<file path="config.mk">
export PLATFORM = sky130hd
export DESIGN_NAME = ppu_bg_fetch
export DESIGN_NICKNAME = d
export VERILOG_FILES = /design/src/rtl/ppu_bg_fetch.sv
export SDC_FILE = /design/constraint.sdc
export NUM_CORES = 1
export LEC_CHECK = 0
export CAP_MARGIN = 20
export CORE_MARGIN = 4
export CORE_UTILIZATION = 57
export DETAILED_ROUTE_END_ITERATION = 10
export PLACE_DENSITY = 0.86
export SETUP_SLACK_MARGIN = 0.2
export SYNTH_ARGS = -nofsm -noshare
export SYNTH_HDL_FRONTEND = slang
export SYNTH_SLANG_ARGS = --single-unit
</file>
<file path="constraint.sdc">
create_clock -name CLK -period 3.4 [get_ports CLK]
set_input_delay 0.85 -clock CLK [delete_from_list [all_inputs] [get_ports CLK]]
set_output_delay 0.85 -clock CLK [all_outputs]
set_load 0.02 [all_outputs]
</file>
<file path="src/rtl/ppu_bg_fetch.sv">
// Background tile fetcher: walks one scanline of tiles over a req/ack VRAM port
// and serialises 256 background pixels through a staging buffer and an 8-pixel slot.
module ppu_bg_fetch #(
  parameter logic [13:0] PAT_BASE = 14'h0000,
  parameter logic [13:0] NT_BASE  = 14'h2000
) (
  input  logic        CLK,
  input  logic        RESET_N,
  input  logic        start,
  input  logic [11:0] pos,
  input  logic [4:0]  tile_row,
  input  logic [2:0]  fine_y,
  output logic        mem_req,
  output logic [13:0] mem_addr,
  input  logic        mem_ack,
  input  logic [7:0]  mem_rdata,
  output logic        pix_valid,
  input  logic        pix_ready,
  output logic [3:0]  pixel,
  output logic        busy,
  output logic        done
);

  typedef enum logic [2:0] {StIdle, StNt, StAt, StLo, StHi, StHold} state_e;

  state_e      state_q, state_d;
  logic        req_q, req_d;
  logic [13:0] addr_q, addr_d;
  logic [4:0]  col_q, col_d, row_q, row_d;
  logic        nt_q, nt_d;
  logic [2:0]  fy_q, fy_d, skip_q, skip_d, disc_q, disc_d;
  logic [7:0]  tile_q, tile_d, lo_q, lo_d;
  logic [1:0]  pal_q, pal_d;
  logic [5:0]  tcnt_q, tcnt_d;
  logic        stg_full_q, stg_full_d;
  logic [7:0]  stg_lo_q, stg_lo_d, stg_hi_q, stg_hi_d;
  logic [1:0]  stg_pal_q, stg_pal_d;
  logic [7:0]  sl_lo_q, sl_lo_d, sl_hi_q, sl_hi_d;
  logic [1:0]  sl_pal_q, sl_pal_d;
  logic [3:0]  sl_cnt_q, sl_cnt_d;
  logic [8:0]  pcnt_q, pcnt_d;
  logic        busy_q, busy_d, done_q, done_d, pv_q, pv_d;
  logic [3:0]  pix_q, pix_d;

  logic        go, ack, consume, drop;
  logic [2:0]  at_sh;
  logic [5:0]  limit;
  logic        unused_pos;

  assign go         = start & ~busy_q;
  assign ack        = req_q & mem_ack;
  assign consume    = pv_q & pix_ready;
  assign drop       = (disc_q != 3'd0) && (sl_cnt_q != 4'd0);
  assign at_sh      = {row_q[1], col_q[1], 1'b0};
  assign limit      = (skip_q == 3'd0) ? 6'd32 : 6'd33;
  assign unused_pos = ^pos[11:9];

  always_comb begin
    state_d    = state_q;
    addr_d     = addr_q;
    col_d      = col_q;
    row_d      = row_q;
    nt_d       = nt_q;
    fy_d       = fy_q;
    skip_d     = skip_q;
    disc_d     = disc_q;
    tile_d     = tile_q;
    lo_d       = lo_q;
    pal_d      = pal_q;
    tcnt_d     = tcnt_q;
    stg_full_d = stg_full_q;
    stg_lo_d   = stg_lo_q;
    stg_hi_d   = stg_hi_q;
    stg_pal_d  = stg_pal_q;
    sl_lo_d    = sl_lo_q;
    sl_hi_d    = sl_hi_q;
    sl_pal_d   = sl_pal_q;
    sl_cnt_d   = sl_cnt_q;
    pcnt_d     = pcnt_q;
    busy_d     = busy_q;
    done_d     = 1'b0;

    unique case (state_q)
      StIdle: begin
        if (go) begin
          col_d      = pos[7:3];
          nt_d       = pos[8];
          skip_d     = pos[2:0];
          disc_d     = pos[2:0];
          row_d      = tile_row;
          fy_d       = fine_y;
          tcnt_d     = 6'd0;
          pcnt_d     = 9'd0;
          stg_full_d = 1'b0;
          sl_cnt_d   = 4'd0;
          busy_d     = 1'b1;
          state_d    = StNt;
        end
      end
      StNt: if (ack) begin
        tile_d  = mem_rdata;
        state_d = StAt;
      end
      StAt: if (ack) begin
        pal_d   = mem_rdata[at_sh +: 2];
        state_d = StLo;
      end
      StLo: if (ack) begin
        lo_d    = mem_rdata;
        state_d = StHi;
      end
      StHi: if (ack) begin
        stg_lo_d   = lo_q;
        stg_hi_d   = mem_rdata;
        stg_pal_d  = pal_q;
        stg_full_d = 1'b1;
        col_d      = col_q + 5'd1;
        nt_d       = (col_q == 5'd31) ? ~nt_q : nt_q;
        tcnt_d     = tcnt_q + 6'd1;
        state_d    = StHold;
      end
      StHold: begin
        if (tcnt_q == limit) begin
          state_d = StIdle;
        end else if (!stg_full_q) begin
          state_d = StNt;
        end
      end
      default: state_d = StIdle;
    endcase

    // A request is raised one cycle after entering a fetch state and dropped on its ack.
    req_d = (state_q inside {StNt, StAt, StLo, StHi}) && (state_d == state_q);

    if (state_d != state_q) begin
      case (state_d)
        StNt:    addr_d = NT_BASE + {3'b000, nt_d, row_d, col_d};
        StAt:    addr_d = NT_BASE + {3'b000, nt_d, 4'b1111, row_d[4:2], col_d[4:2]};
        StLo:    addr_d = PAT_BASE + {2'b00, tile_d, 1'b0, fy_d};
        StHi:    addr_d = PAT_BASE + {2'b00, tile_d, 1'b1, fy_d};
        default: ;
      endcase
    end

    // Fine-x discards and accepted pixels both shift the slot, MSB first.
    if (consume || drop) begin
      sl_lo_d  = {sl_lo_q[6:0], 1'b0};
      sl_hi_d  = {sl_hi_q[6:0], 1'b0};
      sl_cnt_d = sl_cnt_q - 4'd1;
    end
    if (drop) begin
      disc_d = disc_q - 3'd1;
    end
    if (consume) begin
      pcnt_d = pcnt_q + 9'd1;
    end
    if (sl_cnt_d == 4'd0 && stg_full_q) begin
      sl_lo_d    = stg_lo_q;
      sl_hi_d    = stg_hi_q;
      sl_pal_d   = stg_pal_q;
      sl_cnt_d   = 4'd8;
      stg_full_d = 1'b0;
    end
    if (consume && pcnt_q == 9'd255) begin
      done_d     = 1'b1;
      busy_d     = 1'b0;
      sl_cnt_d   = 4'd0;
      stg_full_d = 1'b0;
    end

    pv_d  = busy_d && (sl_cnt_d != 4'd0) && (disc_d == 3'd0);
    pix_d = pv_d ? {sl_pal_d, sl_hi_d[7], sl_lo_d[7]} : 4'd0;
  end

  always_ff @(posedge CLK or negedge RESET_N) begin
    if (!RESET_N) begin
      state_q    <= StIdle;
      req_q      <= 1'b0;
      addr_q     <= 14'd0;
      col_q      <= 5'd0;
      row_q      <= 5'd0;
      nt_q       <= 1'b0;
      fy_q       <= 3'd0;
      skip_q     <= 3'd0;
      disc_q     <= 3'd0;
      tile_q     <= 8'd0;
      lo_q       <= 8'd0;
      pal_q      <= 2'd0;
      tcnt_q     <= 6'd0;
      stg_full_q <= 1'b0;
      stg_lo_q   <= 8'd0;
      stg_hi_q   <= 8'd0;
      stg_pal_q  <= 2'd0;
      sl_lo_q    <= 8'd0;
      sl_hi_q    <= 8'd0;
      sl_pal_q   <= 2'd0;
      sl_cnt_q   <= 4'd0;
      pcnt_q     <= 9'd0;
      busy_q     <= 1'b0;
      done_q     <= 1'b0;
      pv_q       <= 1'b0;
      pix_q      <= 4'd0;
    end else begin
      state_q    <= state_d;
      req_q      <= req_d;
      addr_q     <= addr_d;
      col_q      <= col_d;
      row_q      <= row_d;
      nt_q       <= nt_d;
      fy_q       <= fy_d;
      skip_q     <= skip_d;
      disc_q     <= disc_d;
      tile_q     <= tile_d;
      lo_q       <= lo_d;
      pal_q      <= pal_d;
      tcnt_q     <= tcnt_d;
      stg_full_q <= stg_full_d;
      stg_lo_q   <= stg_lo_d;
      stg_hi_q   <= stg_hi_d;
      stg_pal_q  <= stg_pal_d;
      sl_lo_q    <= sl_lo_d;
      sl_hi_q    <= sl_hi_d;
      sl_pal_q   <= sl_pal_d;
      sl_cnt_q   <= sl_cnt_d;
      pcnt_q     <= pcnt_d;
      busy_q     <= busy_d;
      done_q     <= done_d;
      pv_q       <= pv_d;
      pix_q      <= pix_d;
    end
  end

  assign mem_req   = req_q;
  assign mem_addr  = addr_q;
  assign pix_valid = pv_q;
  assign pixel     = pix_q;
  assign busy      = busy_q;
  assign done      = done_q;

endmodule
</file>
Word-level counts from Yosys, hierarchy flattened. Index checks and enable logic that the tools add are counted. W data, S select, Z words.

Add/sub/neg operators: 7. Equality and inequality tests: 18. Shift-type cells: 1. Muxes and demuxes: 52. Bitwise gates (word level): 5. Reductions and logical operators: 29.

Operator list (number): $pmux W14 S4 (1); $mux W8 (6); $mux W3 (12); $add A14 B11 Y14 const A (2); $mux W9 (3); $mux W4 (6); $mux W5 (4); $reduce_bool A4 Y1 (5); $pmux W3 S6 (1); $eq A3 B2 Y1 const B (4); $mux W1 (12); $mux W6 (2); $pmux W6 S2 (1); $reduce_and A2 Y1 (6); $pmux W5 S2 (1); $add A9 B1 Y9 const B (1); $eq A3 B3 Y1 const B (3); $eq A9 B8 Y1 const B (1); $logic_not A3 Y1 (3); $reduce_bool A2 Y1 (4); $shiftx A8 B4 Y2 (1); $add A6 B1 Y6 const B (1); $eq A3 B1 Y1 const B (2); $eq A6 B6 Y1 (1); other kinds (18) (29).

Bits in registers: 119. Input bits: 33. Output and inout bits: 22. Word-level logic and storage cells: 140.

Depth between registers and ports, before layout. Gate-level depths: netlist of run 1.

Depth after elaboration: 13. Mapped depth: 11. Depth with buffers taken out: 9.

Least setup slack after synthesis of run 1. No wires, ideal clock.

Path kind: input-to-reg. Start point: input port mem_ack. End point: register addr_q[10] (netlist: mem_addr[10]). Library setup time: 0.125 ns. Data arrival time: 2.515 ns. Setup slack: 0.760 ns. Stages on the path: 9. Path buffers: 3. Path through: and2_1 -> buf_6 -> and3_1 -> buf_6 -> a2111oi_4 -> inv_2 -> o221ai_2 -> buf_6 -> mux2_4.

Word-level cells in the longest chain between the ends: 6.

Ends and longest elaborated chain: from (decl) (line 15) `input logic mem_ack,`; $and A1 B1 Y1 * (line 51) `assign ack = req_q & mem_ack;`; $mux W3 (on tied branches); $pmux W3 S6 * (line 83) `unique case (state_q)`; named net state_d[0] (line 26) `state_e state_q, state_d;`; $eq A3 B3 Y1 (tied with other cells) (line 136) `case (state_d)`; $reduce_bool A4 Y1 (no line); $reduce_and A2 Y1 (no line); to (signal assigned) (line 206) `addr_q <= addr_d;`; to (decl) (line 28) `logic [13:0] addr_q, addr_d;`.

The timed path passes the listed nets; every way through them passes the cells marked *. A chain may end at the register's enable or synchronous reset.

Worst setup path after layout of run 1.
Start point: input port start. End point: register addr_q[1] (netlist: mem_addr[1]).

RTL lines: from (decl) (line 9) `input logic start,`; $and A1 B1 Y1 (line 50) `assign go = start & ~busy_q;`; $mux W3 (line 85) `if (go) begin`; $mux W3 (line 83); named net fy_d[1] (line 31) `logic [2:0] fy_q, fy_d, skip_q, skip_d, disc_q, disc_d;`; $pmux W14 S4 (line 136).

The timed path passes the listed nets, and every way through them passes these cells.

==> results.md, run 1 <==
* Launch point of the worst path: start
* Max-slew violation total from the final report at 0
* Register-to-register path setup slack at about 0.60 ns
* Longest Clk Path Bufs at 2
* Layout cells sized above 1 at between 10% and 20%
* Crit path kind: in2reg
* Root buffer cell: clkbuf_8
* IO Pins at 55
* ANT cells at 0
* Nets in the synthesized netlist at just under 600
* Ys Warns at 0
* Crit path to: mem_addr[1]
* Sum of overflow across all layers after global routing at 0
* All-Layer GR Usage at between 20 and 30%
* Critical register-to-register path startpoint: state_q[1]
* Number of vias in the routed layout at approximately 4400
* Horizontal die dimension at roughly 110 um
* Met2 WL post-DR at roughly 6500 um
* Number of buffers created by CTS at 17
* Share of power burned in combinational logic at around a third
* Final cell area excluding filler cells at ~6700 sq um
* Die outline area at 11200 sq um
* Power density normalized to cell area at roughly 860 nW/um^2
* Die span in y at 106 um
* End of the worst register-to-register path: mem_addr[1]
* Clock latency on the worst-skew pair at between 0.5 and 0.6 ns
* Max-capacitance violation count at 0
* Switching share of power at between 30% and 40%
* Initial cell density of the core at between 50 and 60%
* Top layer reached by signal wires: met4
* Worst-Margin Slew at between 0.9 and 1 ns
* Number of flops mapped to enable cells by yosys at 0
* Placement Cell Area at between 6000 and 7000 sq um
* Drt drc at 0
* Initial DRT Pass Iterations at 6
* Cell count after synthesis at about 540
* Worst Setup Start Kind: input port
* Leak pwr at 0.00321 uW
* Cell types with the largest area share after synthesis: dfrtp_1, nand2_1, mux2_2
* Initial drt markers at slightly below 400
* Number of standard-cell rows in the floorplan at 35
* Weighted congestion reported at the end of routability-driven placement at ~0.87
* Routed wirelength normalized by instance count at 17.9 um
* Total Routed Length at 13300 um
* Post-synth top flop: dfrtp_1
* Netlist area before placement at 5450 sq um
* Leading cell types by count after synthesis: nand2_1, dfrtp_1, o21ai_0
* Hold-fix buffer count after cts at 0
* Unique cell type count in the Yosys netlist at 59
* Sort of element at the end of the critical path: flop
* Core area at 9280 sq um
* Worst reg-to-reg path cell count at 7
* Sw power at a little over 2000 uW
* Vias in the first global route at 4504
* DR vias/cell at 5.91
* Number of gates given a new drive strength after cts at 0
* Flop pwr share at between 30 and 40%
* Type of the most critical hold path: in2async
* Clock-pin slew of the registers on the worst-case setup and hold paths at around 0.060 ns
* RSZ-0062 raised after global routing: false
* Cell chain of the critical path: clkdlybuf4s50_1, nor2b_1, and2_1, buf_4, mux2i_1, inv_1, a222oi_1, o21ai_0
* Endpoints failing hold at 0
* Internal cell power at ~3700 uW
* Fraction of the cycle the final worst path needs at 84.9%
* Power share of the clock group at 30.5%
* Timing-limited maximum frequency at 346 MHz
* Wire length on met3 at ~950 um
* Post-route setup TNS at 0 ns
* Outcome: completed
* Worst slew slack as a fraction of its limit at 39.5%
* Setup Buffers After CTS at 0
* Setup Skew at ~0.009 ns
* Largest net degree at the start of global routing at 74
* CTS tree: built
* Total routed wire length on the met1 layer at 5380 um
* Final period demand of the worst path at about 2.9 ns
* Signed area change from the synthesized netlist to the final layout at 22.9%
* Num Clock Sinks at between 100 and 150
* Mean cell area of the mapped netlist at 10.1 sq um
* Fraction of synthesis flops using an asynchronous set or reset pin at 100%
* Number of antenna violations at the first check in global routing at 0
* Max IR drop VDD at 0.628 mV
* Post-layout total power at ~5800 uW
* Yosys top cell area share at ~54%
* Share of the yosys chip area belonging to registers at between 50% and 60%
* Cell accounting for the most synthesized area: dfrtp_1
* Count of buffers from port buffering at 50
* Required time at the endpoint of the critical path at 3.79 ns
* Final net count at 640
* Library cell with the highest instance count after synthesis: nand2_1
* Endpoint arrival time on the critical path at ~3.3 ns
* Clock H-tree levels at 4
* Antenna Nets Post-Route at 0
* Setup-violating endpoint count in the final report at 0
* Cell with the biggest individual delay on the critical path: clkdlybuf4s50_1
* Top fanout value on the critical path at 12
* Maximum single-stage delay on the critical path at 0.48 ns
* First-pass GRT wire length at roughly 22000 um
* Post-detailed-placement half-perimeter wirelength at 8500 um
* Total of flip-flops plus latches after synthesis at 118
[cell families (layout without fill, tap and decap cells)]
group	Yosys count	count (layout)	share of synthesized area (%)
and+or+nand+nor	223	223	17.8
DFF	118	118	54.2
AOI/OAI and AO/OA	97	97	12.6
muxes	43	43	9.05
buffers and inverters	42	117	3.65
adders and majority gates	8	8	1.84
xor gates and xnor gates	5	5	0.804
other	1	1	0.0689
[per-layer routing]
metal  vias to the layer above  global-route usage, %
met5                         -                      0
met4                         0                   12.5
met3                        43                   7.78
met2                       214                   40.6
met1                      2133                   31.7
li1                       1986                      -
[worst max-delay path, delay by kind of cell]
kind	cells	cell delay, ns
buf+inv	3	0.85
simple gates	2	0.73
compound gates	2	0.58
mux	1	0.25
[sequential cells by signal (all words and copies together) (netlist names), 4 cells and up]
name and count:
pixel 4, tcnt_q 6, lo_q 8, mem_addr 13, row_q 5, stg_lo_q 8, sl_cnt_q 4, sl_hi_q 8
stg_hi_q 8, sl_lo_q 8, pcnt_q 9, tile_q 8, col_q 5
[through the flow]
stage | hold WS (ns) | instances | setup slack [ns] | utilization, %
floorplan | 0.433 | 537 | 0.760 | -
global placement | 0.444 | 709 | 0.247 | 65.8
detailed placement | 0.457 | 709 | 0.153 | 65.8
CTS | 0.473 | 741 | 0.615 | 72.1
global route | 0.507 | 741 | 0.444 | 72.1
finish | 0.455 | 741 | 0.512 | 72.1
[placed cells by master, fill, tap and decap left out, types with 3 or more instances in the layout]
cell	instances
nor2b_1	7
a22oi_1	5
mux2i_1	17
a21bo_2	3
buf_4	19
and3_1	8
nand3_1	9
nor2_1	28
inv_1	16
xor2_1	3
dfrtp_1	118
a21oi_1	7
a22o_1	3
o31ai_1	3
a211oi_1	5
clkbuf_8	3
mux2_2	22
inv_6	4
clkbuf_16	16
nor3_1	8
o211ai_1	5
o22ai_1	7
nand4_1	4
ha_1	8
a222oi_1	3
nor4_1	4
and2_1	6
clkdlybuf4s50_1	49
nand2_1	140
o21ai_0	35
clkinvlp_4	3
[power by group through the flow]
stage / Clock, uW / Sequential (uW) / Combinational, uW
2_1_floorplan: 0 / 2110 / 1260
3_3_place_gp: 0 / 2100 / 1730
3_5_place_dp: 0 / 2120 / 1810
4_1_cts: 1770 / 2120 / 1870
5_1_grt: 1840 / 2180 / 2060
6_report: 1760 / 2130 / 1880
[area by class of cell]
type / count / area, sq um
tap: 129 / 161
timing repair buffer: 68 / 633
clock inverter: 13 / 145
fill: 640 / 2590
clock buffer: 19 / 442
multi-input combinational: 377 / 2290
inverter: 17 / 63.8
sequential: 118 / 2950
[how the worst min path moves through the flow]
stage | slack [ns] | cells after the start | start | end
detailed placement | 0.46 | 2 | lo_q[7] | stg_lo_q[7]
finish | 0.46 | 1 | RESET_N | pcnt_q[4]
floorplan | 0.43 | 2 | lo_q[0] | stg_lo_q[0]
global placement | 0.44 | 2 | lo_q[0] | stg_lo_q[0]
CTS | 0.47 | 2 | lo_q[2] | stg_lo_q[2]
global route | 0.51 | 2 | lo_q[2] | stg_lo_q[2]
Note: power is estimated with default switching activity, not from simulation.
==> run 2, diff against run 1 <==
==> constraint.sdc (replaced) <==
create_clock -name CLK -period 2.9 [get_ports CLK]
set_input_delay 0.725 -clock CLK [delete_from_list [all_inputs] [get_ports CLK]]
set_output_delay 0.725 -clock CLK [all_outputs]
set_load 0.02 [all_outputs]
==> results.md, run 2 (synthesis gave the netlist of run 1 again) <==
* Outcome: completed
* Initial cell density of the core at 58.7% (unchanged)
* Fraction of met1 tracks used by global routing at 32.7% (+1.0 points)
* Max IR drop VDD at 0.739 mV (+18%)
* Setup-violating endpoint count in the final report at 0 (unchanged)
* Busiest grt layer: met2
* Weighted congestion reported at the end of routability-driven placement at 0.863 (-0.48%)
* End of the worst register-to-register path: mem_addr[9]
* Worst slew slack as a fraction of its limit at 58.0% (+19 points)
* Horizontal die dimension at 106 um (unchanged)
* Vias in the first global route at 4803 (+6.6%)
* Cell chain of the critical path: nor4_1, o211ai_1, a21bo_2, buf_4, o21ai_1, nand2_1, buf_4, o22ai_1, o21ai_0
* Most frequent standard cell in the layout excluding fill and tap cells: nand2_1
* Setup Skew at 0.00969 ns (+0.000685 ns)
* ANT cells at 0 (unchanged)
* Post-detailed-placement half-perimeter wirelength at 8970 um (+5.6%)
* Number of gates given a new drive strength after cts at 0 (unchanged)
* Final period demand of the worst path at approximately 2.6 ns
* Sort of element at the end of the critical path: flop
* Longest Clk Path Bufs at 2 (unchanged)
* Clock H-tree levels at 4 (unchanged)
* Cell with the biggest individual delay on the critical path: dfrtp_1
* Post-layout total power at 7080 uW (+23%)
* Most used cell along the critical path: buf_4
* Count of buffers from port buffering at 50 (unchanged)
* Hold-fix buffer count after cts at 0 (unchanged)
* Number of buffers created by CTS at 17 (unchanged)
* Register-to-register path setup slack at 0.34 ns (-0.26 ns)
* Die span in y at 106 um (unchanged)
* Worst-Margin Slew at 0.627 ns (-0.281 ns)
* Routing usage on met2 at 44.9% (+4.3 points)
* Total Routed Length at 13900 um (+4.8%)
* Sum of overflow across all layers after global routing at 0 (unchanged)
* Flip-flop count of the largest register after layout at 13 (unchanged)
* Number of vias in the routed layout at 4536 (+3.7%)
* Initial DRT Pass Iterations at 7 (+1)
* Drt drc at 0 (unchanged)
* Leak pwr at 0.00332 uW (+3.4%)
* Post-route setup TNS at 0 ns (unchanged)
* Number of antenna violations at the first check in global routing at 0 (unchanged)
* All-Layer GR Usage at 26.7% (+1.2 points)
* Routed wirelength normalized by instance count at 18.3 um (+2.3%)
* Crit path kind: reg2reg
* Clock latency on the worst-skew pair at 0.53 ns (about the same)
* Fraction of met3 tracks used by global routing at 6.80% (-0.98 points)
* Num Clock Sinks at 118 (unchanged)
* Final net count at 658 (+2.8%)
* PnR worst setup slack at 0.336 ns (-0.176 ns)
* Critical register-to-register path startpoint: tcnt_q[1]
* Crit path to: mem_addr[9]
* Clock-pin slew of the registers on the worst-case setup and hold paths at 0.06 ns (about the same)
* Die outline area at 11200 sq um (unchanged)
* Antenna Nets Post-Route at 0 (unchanged)
* RSZ-0062 raised after global routing: false
* Top fanout value on the critical path at 5 (-7)
* Power density normalized to cell area at 1030 nW/um^2 (+19%)
* Initial drt markers at 459 (+19%)
* Largest net degree at the start of global routing at 44 (-41%)
* Type of the most critical hold path: in2async
* DR vias/cell at 5.98 (+1.2%)
* Maximum single-stage delay on the critical path at 0.45 ns (-0.03 ns)
* Layout cells sized above 1 at 17.6% (+2.7 points)
* Max-slew violation total from the final report at 0 (unchanged)
* Fraction of the cycle the final worst path needs at 88.4%
* Endpoint arrival time on the critical path at 2.97 ns (-0.30 ns)
* Max-capacitance violation count at 0 (unchanged)
* Setup WS pre-CTS at -0.0730 ns (-0.226 ns)
* Endpoints failing hold at 0 (unchanged)
* Setup Buffers After CTS at 0 (unchanged)
* Core area at 9280 sq um (unchanged)
* Signed area change from the synthesized netlist to the final layout at 26.5%
* Launch point of the worst path: tcnt_q[1]
* Fraction of the core area covered by cells at the end of the flow at 74.2% (+2.1 points)
* Root buffer cell: clkbuf_8
* First-pass GRT wire length at 23500 um (+4.9%)
* Worst reg-to-reg path cell count at 9 (+2)
* Highest-count cells in the layout ignoring fill and taps: nand2_1, dfrtp_1, clkdlybuf4s50_1
* Timing-limited maximum frequency at a little under 400 MHz
* Worst Setup Start Kind: flop
* Number of standard-cell rows in the floorplan at 35 (unchanged)
* CTS tree: built
* IO Pins at 55 (unchanged)
* Required time at the endpoint of the critical path at 3.30 ns (-0.49 ns)
* Final hold slack at 0.180 ns (-0.275 ns)
-- run 2: cell types whose count changed in the layout (fill, tap and decap cells not counted), moves of 2 or more --
cell	delta
clkinv_2	-2
clkinv_4	+2
clkbuf_8	-2
buf_12	+2
buf_4	+15
-- run 2: worst min-delay path by stage --
stage	startpoint	end	slack, ns	depth (start not counted)
2_1_floorplan	RESET_N	busy	0.43	0
3_3_place_gp	lo_q[0]	stg_lo_q[0]	0.45	2
3_5_place_dp	lo_q[1]	stg_lo_q[1]	0.45	2
4_1_cts	RESET_N	pcnt_q[6]	0.20	1
5_1_grt	RESET_N	pcnt_q[3]	0.23	1
6_report	RESET_N	pcnt_q[6]	0.18	1
-- run 2: per-layer routing --
metal	vias to the layer above	wire, um
met3	50	1000
met4	0	395
met1	2230	5450
met5	-	0
met2	228	7050
li1	2028	-
-- run 2: cell type report --
cell class / count / area (sq um)
multi-input cells: 377 / 2310
inverters: 17 / 63.8
flip-flops and latches: 118 / 2950
well taps: 129 / 161
fillers: 602 / 2390
clock inverters: 15 / 194
repair buffers: 86 / 797
clock buffers: 17 / 414
-- run 2: through the flow --
step / area (sq um) / instances
2_1_floorplan: 5450 / 537
3_3_place_gp: 6260 / 727
3_5_place_dp: 6260 / 727
4_1_cts: 6870 / 759
5_1_grt: 6890 / 759
6_report: 6890 / 759
-- run 2: worst max-delay path: cells and delay by family, from the launching register on --
family	cells	cell delay, ns
buffers and inverters	2	0.33
flip-flops	1	0.45
AO/OA/AOI/OAI	5	1.11
AND/OR/NAND/NOR	2	0.56
-- run 2: power breakdown --
| part | switching (uW) | internal (uW) |
|---|---|---|
| Sequential | 368 | 2120 |
| Clock | 814 | 1330 |
| Combinational | 1330 | 1120 |
==> run 3, diff against run 2 <==
--- a/config.mk
+++ b/config.mk
@@ -6,7 +6,6 @@
 export NUM_CORES = 1
 export LEC_CHECK = 0
 export CAP_MARGIN = 20
-export CORE_MARGIN = 4
 export CORE_UTILIZATION = 57
 export DETAILED_ROUTE_END_ITERATION = 10
 export PLACE_DENSITY = 0.86
==> results.md, run 3 (synthesis gave the netlist of run 1 again) <==
* Outcome: completed
* Largest net degree at the start of global routing at 47 (+6.8%)
* All-Layer GR Usage at 30.1% (+3.5 points)
* RSZ-0062 raised after global routing: false
* Number of buffers created by CTS at 17 (unchanged)
* Antenna Nets Post-Route at 0 (unchanged)
* Type of the most critical hold path: in2async
* Horizontal die dimension at 99.7 um (-5.7%)
* Worst slew slack as a fraction of its limit at 61.6% (+3.5 points)
* Met2 WL post-DR at 7150 um (+1.5%)
* Total routed wire length on the met1 layer at 5540 um (+1.7%)
* Clock H-tree levels at 4 (unchanged)
* Worst-Margin Slew at 0.574 ns (-0.0530 ns)
* Fraction of the core area covered by cells at the end of the flow at 74.7% (+0.50 points)
* Clock-pin slew of the registers on the worst-case setup and hold paths at 0.06 ns (about the same)
* Root buffer cell: clkbuf_8
* Core area at 9240 sq um (-0.47%)
* IO Pins at 55 (unchanged)
* Most frequent standard cell in the layout excluding fill and tap cells: nand2_1
* Placement Cell Area at 6270 sq um (about the same)
* Number of antenna violations at the first check in global routing at 0 (unchanged)
* Signed area change from the synthesized netlist to the final layout at 26.8%
* Initial DRT Pass Iterations at 7 (unchanged)
* Worst Setup Start Kind: input port
* Setup-violating endpoint count in the final report at 0 (unchanged)
* Top fanout value on the critical path at 30 (+25)
* Die outline area at 9950 sq um (-11%)
* Top layer reached by signal wires: met4
* Hold-fix buffer count after cts at 0 (unchanged)
* Max IR drop VDD at 0.596 mV (-19%)
* Sum of overflow across all layers after global routing at 0 (unchanged)
* CTS tree: built
* Leak pwr at 0.00332 uW (about the same)
* Final period demand of the worst path at 2.57 ns (+0.0101 ns)
* Final cell area excluding filler cells at 6900 sq um (+0.20%)
* Final net count at 657 (-0.15%)
* Sort of element at the end of the critical path: flop
* Total Routed Length at 13900 um (-0.29%)
* Clock latency on the worst-skew pair at 0.53 ns (about the same)
* Crit path kind: in2reg
* Post-detailed-placement half-perimeter wirelength at 8780 um (-2.2%)
* Endpoint arrival time on the critical path at 2.96 ns (about the same)
* Max-slew violation total from the final report at 0 (unchanged)
* Layout cells sized above 1 at 17.6% (+0.028 points)
* ANT cells at 0 (unchanged)
* Wire length on met3 at 811 um (-19%)
* Die span in y at 99.7 um (-5.7%)
* Num Clock Sinks at 118 (unchanged)
* Power density normalized to cell area at 1030 nW/um^2 (+0.40%)
* Initial drt markers at 349 (-24%)
* Count of buffers from port buffering at 50 (unchanged)
* Number of vias in the routed layout at 4492 (-0.97%)
* Highest-count cells in the layout ignoring fill and taps: nand2_1, dfrtp_1, clkdlybuf4s50_1
* Required time at the endpoint of the critical path at 3.29 ns (about the same)
* Number of standard-cell rows in the floorplan at 35 (unchanged)
* Initial cell density of the core at 58.9% (+0.28 points)
* Routed wirelength normalized by instance count at 18.3 um (-0.16%)
* Endpoints failing hold at 0 (unchanged)
* Weighted congestion reported at the end of routability-driven placement at 0.902 (+4.6%)
* Flip-flop count of the largest register after layout at 13 (unchanged)
* First-pass GRT wire length at 22900 um (-2.5%)
* Drt drc at 0 (unchanged)
* Timing-limited maximum frequency at 388 MHz (-0.39%)
* Longest Clk Path Bufs at 2 (unchanged)
* DR vias/cell at 5.93 (-0.84%)
* Max-capacitance violation count at 0 (unchanged)
* Fraction of the cycle the final worst path needs at 88.8% (+0.35 points)
* Setup Skew at 0.0121 ns (+0.00242 ns)
* Vias in the first global route at 4592 (-4.4%)
[run 3: cell count changes in the layout (fill, tap and decap cells not counted), sizes merged]
| cell | before | now |
|---|---|---|
| buf | 37 | 36 |
| clkbuf | 17 | 19 |
| clkinvlp | 3 | 4 |
| inv | 22 | 19 |
[run 3: through the flow]
stage	power [uW]	TNS (ns)	hold WS (ns)	instances	setup slack, ns
3_3_place_gp	4670	-0.272	0.445	726	-0.0510
4_1_cts	7070	0	0.209	758	0.321
3_5_place_dp	4830	-0.606	0.452	726	-0.0832
5_1_grt	7450	0	0.225	758	0.201
6_report	7120	0	0.193	758	0.326
2_1_floorplan	3950	0	0.429	537	0.385
[run 3: layout make-up]
class / count / area [sq um]
sequential: 118 / 2950
fill: 579 / 2340
multi-input combinational: 377 / 2310
timing repair buffer: 85 / 802
clock buffer: 19 / 442
clock inverter: 13 / 173
tap: 129 / 161
inverter: 17 / 63.8
[run 3: report_power, final]
group / leakage, uW / switching [uW] / internal (uW)
registers: 0.00155 / 378 / 2120
clock network: 0.000287 / 794 / 1360
logic: 0.00148 / 1340 / 1130
[run 3: routing by layer]
| metal | global-route usage, % | up-vias |
|---|---|---|
| met2 | 51.1 | 205 |
| met4 | 12.6 | 0 |
| met1 | 37.6 | 2223 |
| li1 | - | 2026 |
| met5 | 0 | - |
| met3 | 6.32 | 38 |
[run 3: worst max-delay path: stages]
cell and delay [ns]:
clkdlybuf4s50_1 0.42, nor2b_1 0.14, buf_4 0.15, and2_1 0.19, buf_4 0.20, o31ai_2 0.36, nor2_2 0.14, buf_6 0.20
a211oi_1 0.33, nor2_1 0.11
[run 3: worst paths after layout]
path	start	end	slack, ns	cells after the start
setup reg to reg	sl_cnt_q[0]	pixel[2]	0.36	9
setup / recovery	start	sl_hi_q[7]	0.33	10
min in group CLK	mem_addr[3]	mem_addr[3]	0.49	1
hold / removal	RESET_N	pcnt_q[4]	0.19	1
max in group asynchronous	RESET_N	col_q[3]	1.90	2
hold reg to reg	mem_addr[3]	mem_addr[3]	0.49	1
[run 3: timing repair]
action / 4_1_cts / 5_1_grt
resized for setup: 0 / 5
endpoints found under the setup margin: 0 / 17
setup buffers: 0 / 0
